==> config.mk <==
export PLATFORM = sky130hd
export DESIGN_NAME = bit_to_time
export DESIGN_NICKNAME = d
export VERILOG_FILES = /design/src/rtl/bit_to_time_pkg.sv /design/src/rtl/bcd2_to_bin.sv /design/src/rtl/bit_to_time.sv
export SDC_FILE = /design/constraint.sdc
export NUM_CORES = 1
export LEC_CHECK = 0
export CAP_MARGIN = 10
export CORE_UTILIZATION = 40
export DETAILED_ROUTE_END_ITERATION = 16
export PLACE_DENSITY = 0.72
export SYNTH_ARGS = -nofsm -noshare
export SYNTH_HDL_FRONTEND = slang
export SYNTH_SLANG_ARGS = --single-unit
export TNS_END_PERCENT = 20
==> constraint.sdc <==
create_clock -name clk -period 7.7 [get_ports clk]
set_input_delay 1.54 -clock clk [delete_from_list [all_inputs] [get_ports clk]]
set_output_delay 1.54 -clock clk [all_outputs]
set_load 0.02 [all_outputs]
==> src/rtl/bit_to_time_pkg.sv <==
// Shared constants, state encoding and small digit helpers for the
// digit-frame to binary time converter.
package bit_to_time_pkg;

   localparam logic [3:0] DIG_SPACE = 4'd10;
   localparam logic [3:0] DIG_DASH  = 4'd11;

   localparam int CONV_ITER = 6;
   localparam int FIELD_W   = 6;
   localparam int BCD_W     = 8;
   localparam int LANE_W    = BCD_W + FIELD_W;

   typedef enum logic [1:0] {
      ST_IDLE,
      ST_CHECK,
      ST_CONV,
      ST_FIN
   } state_t;

   // A blank tens position reads as zero.
   function automatic logic [3:0] tens_value(input logic [3:0] code);
      return (code == DIG_SPACE) ? 4'd0 : code;
   endfunction

   function automatic logic [6:0] field_value(input logic [3:0] tens, input logic [3:0] units);
      return 7'(tens) * 7'd10 + 7'(units);
   endfunction

   function automatic logic [3:0] nibble_fix(input logic [3:0] nib);
      return (nib >= 4'd8) ? nib - 4'd3 : nib;
   endfunction

endpackage

==> src/rtl/bcd2_to_bin.sv <==
// One reverse double-dabble lane: a two-digit BCD field shifted right into
// a 6-bit binary result, with a separate correction phase per iteration.
module bcd2_to_bin
   import bit_to_time_pkg::*;
(
   input  logic               clk,
   input  logic               rst,
   input  logic               load,
   input  logic               shift,
   input  logic               correct,
   input  logic [3:0]         tens,
   input  logic [3:0]         units,
   output logic [FIELD_W-1:0] bin,
   output logic [BCD_W-1:0]   bcd
);

   logic [LANE_W-1:0] lane;

   // NOTE: sequential state uses non-blocking assignments so every flop
   // samples the pre-edge value regardless of statement order.
   always_ff @(posedge clk) begin
      if (rst) begin
         lane <= '0;
      end else if (load) begin
         lane <= {tens, units, {FIELD_W{1'b0}}};
      end else if (shift) begin
         lane <= lane >> 1;
      end else if (correct) begin
         lane <= {nibble_fix(lane[LANE_W-1 -: 4]),
                  nibble_fix(lane[LANE_W-5 -: 4]),
                  lane[FIELD_W-1:0]};
      end
   end

   assign bin = lane[FIELD_W-1:0];
   assign bcd = lane[LANE_W-1:FIELD_W];

endmodule

==> src/rtl/bit_to_time.sv <==
// Converts an hh-mm-ss digit frame into binary hour/minute/second, rejecting
// illegal codes and out-of-range fields before a shared 12-cycle conversion.
module bit_to_time
   import bit_to_time_pkg::*;
#(
   parameter int HOUR_MAX = 23,
   parameter int MIN_MAX  = 59
) (
   input  logic               clk,
   input  logic               rst,
   input  logic               start,
   input  logic [3:0]         bit_7,
   input  logic [3:0]         bit_6,
   input  logic [3:0]         bit_5,
   input  logic [3:0]         bit_4,
   input  logic [3:0]         bit_3,
   input  logic [3:0]         bit_2,
   input  logic [3:0]         bit_1,
   input  logic [3:0]         bit_0,
   output logic [FIELD_W-1:0] hour,
   output logic [FIELD_W-1:0] minute,
   output logic [FIELD_W-1:0] second,
   output logic               busy,
   output logic               done,
   output logic               err
);

   localparam logic [2:0] ITER_LAST = 3'(CONV_ITER - 1);

   state_t state, next_state;

   logic [3:0] h_tens, h_units, m_tens, m_units, s_tens, s_units;
   logic [2:0] iter;
   logic       phase;
   logic       err_flag;
   logic       frame_ok;
   logic       lane_load, lane_shift, lane_correct;

   logic [FIELD_W-1:0] h_bin, m_bin, s_bin;
   logic [BCD_W-1:0]   h_bcd, m_bcd, s_bcd;

   // Separator positions carry no information.
   logic unused_sep;
   assign unused_sep = ^{bit_5, bit_2};

   // NOTE: the shift lanes and counters sit in plain flops, so they are
   // cleared on reset like any other state; there is no RAM to skip.
   always_ff @(posedge clk) begin
      if (rst) begin
         {h_tens, h_units, m_tens, m_units, s_tens, s_units} <= '0;
      end else if (state == ST_IDLE && start) begin
         {h_tens, h_units, m_tens, m_units, s_tens, s_units} <=
            {bit_7, bit_6, bit_4, bit_3, bit_1, bit_0};
      end
   end

   // Tens accept 0-9 or blank (codes below dash); units accept 0-9 only.
   always_comb begin
      frame_ok = (h_tens < DIG_DASH) && (m_tens < DIG_DASH) && (s_tens < DIG_DASH) &&
                 (h_units < DIG_SPACE) && (m_units < DIG_SPACE) && (s_units < DIG_SPACE) &&
                 (field_value(tens_value(h_tens), h_units) <= 7'(HOUR_MAX)) &&
                 (field_value(tens_value(m_tens), m_units) <= 7'(MIN_MAX)) &&
                 (field_value(tens_value(s_tens), s_units) <= 7'(MIN_MAX));
   end

   always_ff @(posedge clk) begin
      if (rst) state <= ST_IDLE;
      else     state <= next_state;
   end

   // NOTE: every always_comb output gets a default first so no path
   // leaves it unassigned and infers a latch.
   always_comb begin
      next_state = state;
      case (state)
         ST_IDLE:  if (start) next_state = ST_CHECK;
         ST_CHECK: next_state = frame_ok ? ST_CONV : ST_FIN;
         ST_CONV:  if (phase && iter == ITER_LAST) next_state = ST_FIN;
         ST_FIN:   next_state = ST_IDLE;
         default:  next_state = ST_IDLE;
      endcase
   end

   always_comb begin
      lane_load    = 1'b0;
      lane_shift   = 1'b0;
      lane_correct = 1'b0;
      case (state)
         ST_CHECK: lane_load = frame_ok;
         ST_CONV: begin
            lane_shift   = ~phase;
            lane_correct = phase;
         end
         default: ;
      endcase
   end

   always_ff @(posedge clk) begin
      if (rst) begin
         iter     <= '0;
         phase    <= 1'b0;
         err_flag <= 1'b0;
      end else if (state == ST_CHECK) begin
         iter     <= '0;
         phase    <= 1'b0;
         err_flag <= ~frame_ok;
      end else if (state == ST_CONV) begin
         phase <= ~phase;
         if (phase) iter <= iter + 3'd1;
      end
   end

   bcd2_to_bin u_hour (
      .clk(clk), .rst(rst), .load(lane_load), .shift(lane_shift), .correct(lane_correct),
      .tens(tens_value(h_tens)), .units(h_units), .bin(h_bin), .bcd(h_bcd)
   );

   bcd2_to_bin u_minute (
      .clk(clk), .rst(rst), .load(lane_load), .shift(lane_shift), .correct(lane_correct),
      .tens(tens_value(m_tens)), .units(m_units), .bin(m_bin), .bcd(m_bcd)
   );

   bcd2_to_bin u_second (
      .clk(clk), .rst(rst), .load(lane_load), .shift(lane_shift), .correct(lane_correct),
      .tens(tens_value(s_tens)), .units(s_units), .bin(s_bin), .bcd(s_bcd)
   );

   // A rejected frame leaves the previous time on the outputs.
   always_ff @(posedge clk) begin
      if (rst) begin
         hour   <= '0;
         minute <= '0;
         second <= '0;
         busy   <= 1'b0;
         done   <= 1'b0;
         err    <= 1'b0;
      end else begin
         busy <= (next_state != ST_IDLE);
         done <= (state == ST_FIN);
         if (state == ST_FIN) begin
            err <= err_flag;
            if (!err_flag) begin
               hour   <= h_bin;
               minute <= m_bin;
               second <= s_bin;
            end
         end
      end
   end

   a_bcd_residue_zero: assert property (@(posedge clk) disable iff (rst)
      (state == ST_FIN && !err_flag) |-> (h_bcd == '0 && m_bcd == '0 && s_bcd == '0));

endmodule

==> results of run 1 <==
## cell usage after synthesis, types with 19 or more instances
master    count
clkbuf_1     31
a21oi_1      68
dfxtp_1      94
inv_1        30
mux2i_1      32
o21ai_0      23
nor2_1       21
nand2_1     101
nor3_1       26
nand2b_1     19
nor2b_1      20
ha_1         34
## power by group through the flow
stage	sequential, uW	combinational (uW)	clock (uW)
floorplan	630	464	0
global placement	645	546	0
detailed placement	652	572	0
CTS	641	576	427
global route	655	650	444
finish	641	575	417
## metal layers
metal	part of all wire	vias up
met3	0.037	15
met5	0	-
met1	0.46	1986
met4	0.019	0
li1	-	2155
met2	0.49	89
## cell type report
type                            instances  area, um2  share of cell area
Tap cell                              172      215.2             0.03586
Sequential cell                        94       1882              0.3135
Timing Repair Buffer                   52      505.5             0.08422
Clock buffer                            9      225.2             0.03752
Clock inverter                          6      48.80            0.008130
Inverter                               30      112.6             0.01876
Multi-Input combinational cell        456       3013              0.5020
## cell families after synthesis
family          Yosys count
xor+xnor                 13
fa+ha+maj                40
buf+inv                  71
simple gates            221
flops                    94
mux                      43
compound gates          139
## state kept, by name, indices dropped and copies added, names as in the netlist, 2 cells and up
name	cells
s_tens	4
state	2
h_tens	4
m_units	4
iter	3
m_tens	4
hour	6
second	6
minute	6
u_second.lane	14
u_hour.lane	14
h_units	4
u_minute.lane	14
s_units	4
## worst max-delay path: stages, from the launching register on
cell,delay (ns)
dfxtp_1,0.48
nor2_1,0.10
a21boi_0,0.54
ha_1,0.25
ha_1,0.14
inv_1,0.05
fa_1,0.40
and2_1,0.17
a221oi_1,0.37
xnor2_1,0.22
o211ai_2,0.20
nor3_4,0.19
buf_4,0.50
mux2_2,0.41
## layout by cell type, fill, tap and decap left out, types with 6 or more instances in the layout
cell type,count
fa_1,6
inv_1,30
mux2_1,8
and2_1,11
o21ai_0,23
xnor2_1,6
clkdlybuf4s50_1,46
nor2b_1,19
nand3_1,9
buf_4,6
dfxtp_1,94
nand2_1,101
xor2_1,7
a211o_1,8
nand2b_1,19
mux2i_1,32
ha_1,34
nor3_1,26
nor2_1,21
o22ai_1,8
clkbuf_16,9
a21oi_1,68
## metrics by stage
step / setup WS, ns / hold slack, ns / util / instances
finish: 3.516 / 0.4519 / 0.4756 / 819
detailed placement: 3.526 / 0.4461 / 0.4533 / 803
floorplan: 4.208 / 0.4312 / - / 621
CTS: 3.503 / 0.4553 / 0.4750 / 818
global route: 3.300 / 0.4734 / 0.4756 / 819
global placement: 3.697 / 0.4435 / 0.4533 / 803
## worst max-delay path by stage
| stage | start | to | slack (ns) | cells after the start |
|---|---|---|---|---|
| CTS | h_tens[0]$_SDFFE_PP0P_ | u_minute.lane[11]$_SDFFE_PP0P_ | 3.50 | 13 |
| floorplan | s_tens[0]$_SDFFE_PP0P_ | u_hour.lane[11]$_SDFFE_PP0P_ | 4.21 | 13 |
| global placement | h_tens[0]$_SDFFE_PP0P_ | u_minute.lane[11]$_SDFFE_PP0P_ | 3.70 | 13 |
| global route | h_tens[0]$_SDFFE_PP0P_ | u_minute.lane[11]$_SDFFE_PP0P_ | 3.30 | 13 |
| detailed placement | h_tens[0]$_SDFFE_PP0P_ | u_minute.lane[11]$_SDFFE_PP0P_ | 3.53 | 13 |
| finish | h_tens[0]$_SDFFE_PP0P_ | u_minute.lane[11]$_SDFFE_PP0P_ | 3.52 | 13 |
==> flow_summary.yaml, run 1 <==
clocking:
  cts.path.max_buffers: 2
  postCtsResizedCells: 0
  postCtsHoldBufs: 0
  post_cts_buffers: 0
  htreeDepth: 3
  root_buffer: "clkbuf_16"
  cts_tree: "done"
  numCtsBuffers: 9
  clock_sinks: 94
  clk_pin_slew_ns: 0.07
  insertion_delay_ns: 0.35
pwr:
  comb_power_share: 0.352
  max-vdd-ir-drop_mv: 0.1556
  switching_power_uw: 616.9
  seq_power_share: 0.393
  power.leakage_uw: 0.002145
  swShare: 0.3779
  total_power_uw: 1632
  clkPwrFrac: 0.255
  p_per_area_nw_per_um2: 272.0
  internal_power_uw: 1015
global_routing:
  busiest_layer: "met2"
  grt_pass1_vias: 4010
  grt_use_met2: 0.2922
  antenna_found_initial: 0
  grt_max_degree: 118
  track_usage: 0.1714
  overflow: 0
  grt_pass1_wl_mm: 18.13
  grt_use_met1: 0.2071
  use_met3: 0.03975
logic_synthesis:
  ys_types: 48
  synth_top_area_frac: 0.3638
  synthCells: 621
  avgSynthCellArea_um2: 8.329
  yosys_warnings: 0
  synth-simple-area-share: 0.2044
  synth_fa_ha_area_frac: 0.1055
  synthMuxAreaShare: 0.08587
  synth_compound_area_frac: 0.1642
  synth_seq_cells: 94
  synthXorXnorAreaFrac: 0.02201
  ys.flop_type: "dfxtp_1"
  synth_seq_area_share: 0.3638
  post-synth-top-area-cell: "dfxtp_1"
  synth_top_family_by_area: "simple AND/OR/NAND/NOR gates"
  yosys-top-cells-area: "dfxtp_1 (36%), ha_1 (8.2%), nand2_1 (7.3%), a21oi_1 (6.6%), mux2i_1 (6.2%)"
  synth_edf_count: 0
  synth_nets: 696
  async_reset_ff_frac: 0
  netlist_area_um2: 5172
final_layout:
  drive_gt1_frac: 0.04946
  final_area_um2: 6002
  fillers: 1232
  finalNetCount: 718
  n_antenna_cell: 0
  areaGrowthSynthToFinish_pct: 16.04
hold_path:
  holdPathEnd: "minute[4]$_SDFFE_PP0P_"
  min_path_cells: 2
  min-delay-path-class: "reg -> reg"
  min-delay-start: "minute[4]$_SDFFE_PP0P_"
setup_path:
  cp_max_fo: 43
  required_ns: 7.94
  endpoint_kind: "flip-flop"
  r2r-end: "u_minute.lane[11]$_SDFFE_PP0P_"
  start_kind: "flip-flop"
  path_class: "reg -> reg"
  r2r_cells: 13
  crit-reg2reg-launch: "h_tens[0]$_SDFFE_PP0P_"
  cp_data_arrival_time_ns: 4.42
  r2r_setup_slack_ns: 3.52
placed_design:
  dpl.hpwl_mm: 7.327
  placed_cell_area_um2: 5720
  port_buffers: 47
  finalWeightedCongestion: 0.8067
die:
  start_util: 0.4099
  die_area_um2: 13390
  die_h_um: 115.7
  io_pins: 56
  core_area_um2: 12620
  row_count: 41
  die_w_um: 115.7
sta:
  max_freq_mhz: 239.0
  fin_worst_skew_ns: 0.007165
  relSlewSlack: 0.2654
  period_needed_ns: 4.184
  drv_slew: 0
  final.setup.tns_ns: 0
  worst_pin_slew_ns: 1.102
  final-setup-viol-count: 0
  rsz0062_at_grt: "false"
  hold_viol: 0
  finalCritPeriodShare: 0.5433
drt:
  dr.pass1.iters: 4
  wl_per_cell_um: 13.09
  post-route-drc-count: 0
  ant_nets: 0
  wl_mm: 10.72
  first_iter_violations: 260
  viasPerCell: 5.183
  vias: 4245
job:
  maxCapViolations: 0
run_status:
  status: "finished, final reports clean"
Power figures use the tool's default switching activity.
==> run 2, diff against run 1 <==
==> constraint.sdc (replaced) <==
create_clock -name clk -period 4.4 [get_ports clk]
set_input_delay 0.88 -clock clk [delete_from_list [all_inputs] [get_ports clk]]
set_output_delay 0.88 -clock clk [all_outputs]
set_load 0.02 [all_outputs]
==> flow_summary.yaml, run 2 (synthesized netlist as in run 1, its figures left out) <==
run_status:
  status: "finished, final reports clean"
setup_path:
  cp_max_fo: 43
  cp_slowest_cell: "or3b_2"
  cp_data_arrival_time_ns: 4.14
  path_class: "reg -> reg"
  path_cells: "or3b_2 > and2_1 > ha_1 > ha_1 > inv_1 > fa_1 > and2_1 > a221oi_1 > xnor2_1 > o211ai_2 > nor3_4 > buf_12 > mux2_2"
  critical_path_depth: 13
  crit_end: "u_minute.lane[11]$_SDFFE_PP0P_"
  r2r_cells: 13
  crit-reg2reg-launch: "h_tens[0]$_SDFFE_PP0P_"
  endpoint_kind: "flip-flop"
  r2r_setup_slack_ns: 0.50
  worstSetupStartpoint: "h_tens[0]$_SDFFE_PP0P_"
  crit_family: "simple AND/OR/NAND/NOR gates"
  path_buf_inv: 2
  start_kind: "flip-flop"
  required_ns: 4.64
  r2r-end: "u_minute.lane[11]$_SDFFE_PP0P_"
  cpPeakStageDelay_ns: 0.50
sta:
  hold_viol: 0
  final.setup.tns_ns: 0
  relSlewSlack: 0.2670
  worst_pin_slew_ns: 1.100
  max_freq_mhz: 256.7
  finalCritPeriodShare: 0.8852
  drv_slew: 0
  period_needed_ns: 3.895
  fin_worst_skew_ns: 0.006414
  final-setup-viol-count: 0
  rsz0062_at_grt: "false"
die:
  row_count: 41
  die_w_um: 115.7
  io_pins: 56
  start_util: 0.4099
  die_h_um: 115.7
  die_area_um2: 13390
  core_area_um2: 12620
global_routing:
  overflow: 0
  grt_pass1_vias: 4135
  grt_max_degree: 118
  antenna_found_initial: 0
  grt_pass1_wl_mm: 18.40
  track_usage: 0.1740
pwr:
  p_per_area_nw_per_um2: 476.5
  max-vdd-ir-drop_mv: 0.2990
  power.leakage_uw: 0.002152
  total_power_uw: 2868
drt:
  vias: 4218
  first_iter_violations: 273
  viasPerCell: 5.144
  post-route-drc-count: 0
  ant_nets: 0
  dr.pass1.iters: 4
  wl_mm: 10.63
  wl_per_cell_um: 12.97
final_layout:
  register_area_um2: 1882
  areaGrowthSynthToFinish_pct: 16.38
  final_cell_mix: "nand2_1 (101), dfxtp_1 (94), a21oi_1 (68)"
  largestRegisters: "u_hour.lane x14, u_minute.lane x14, u_second.lane x14"
  n_antenna_cell: 0
  final_util: 0.4770
  final_area_um2: 6020
  finalNetCount: 719
  stdcell_count: 820
  multi_input_area_um2: 3013
  layout_commonest_cell: "nand2_1"
  fillers: 1248
  drive_gt1_frac: 0.05093
clocking:
  root_buffer: "clkbuf_16"
  post_cts_buffers: 0
  clk_pin_slew_ns: 0.07
  cts.path.max_buffers: 2
  insertion_delay_ns: 0.35
  cts_tree: "done"
  numCtsBuffers: 9
  clock_sinks: 94
  htreeDepth: 3
  postCtsResizedCells: 0
  postCtsHoldBufs: 0
hold_path:
  min-delay-start: "hour[0]$_SDFFE_PP0P_"
  min-delay-path-class: "reg -> reg"
placed_design:
  port_buffers: 47
  placed_cell_area_um2: 5741
  finalWeightedCongestion: 0.7901
  dp.cells: 804
  dpl.hpwl_mm: 7.449
job:
  maxCapViolations: 0
[run 2: stage by stage]
stage / setup WS, ns / hold slack, ns
after global placement: 0.6525 / 0.4440
after global routing: 0.2896 / 0.4774
after detailed placement: 0.5168 / 0.4446
final: 0.5049 / 0.4528
after CTS: 0.4788 / 0.4565
after floorplan: 0.9079 / 0.4312
[run 2: worst min-delay path by stage]
stage / to / slack (ns) / cells past startpoint
floorplan: hour[0]$_SDFFE_PP0P_ / 0.43 / 2
global placement: minute[2]$_SDFFE_PP0P_ / 0.44 / 2
detailed placement: second[0]$_SDFFE_PP0P_ / 0.44 / 2
CTS: minute[3]$_SDFFE_PP0P_ / 0.46 / 2
global route: hour[0]$_SDFFE_PP0P_ / 0.48 / 2
finish: hour[0]$_SDFFE_PP0P_ / 0.45 / 2
[run 2: report_power, final]
group / internal (uW) / switching [uW] / leakage [uW]
clock network: 384 / 343 / 0.000128
logic: 434 / 585 / 0.00126
registers: 970 / 152 / 0.000763
[run 2: metal layers]
metal,GRT usage,up-vias,share of wire
met5,0,-,0
met4,0.07863,0,0.025
met3,0.04446,18,0.036
met2,0.2974,70,0.48
met1,0.2055,1959,0.45
li1,-,2171,-
[run 2: cell type report]
class,instances,area share
Clock inverter,6,0.007691
Inverter,30,0.01871
Tap cell,172,0.03575
Multi-Input combinational cell,456,0.5005
Sequential cell,94,0.3126
Clock buffer,9,0.03741
Timing Repair Buffer,53,0.08730
[run 2: tightest hold or removal path, delay by kind of cell (launching register included)]
kind / cells / cell delay, ns
DFF: 1 / 0.31
and+or+nand+nor: 1 / 0.05
AOI/OAI and AO/OA: 1 / 0.05
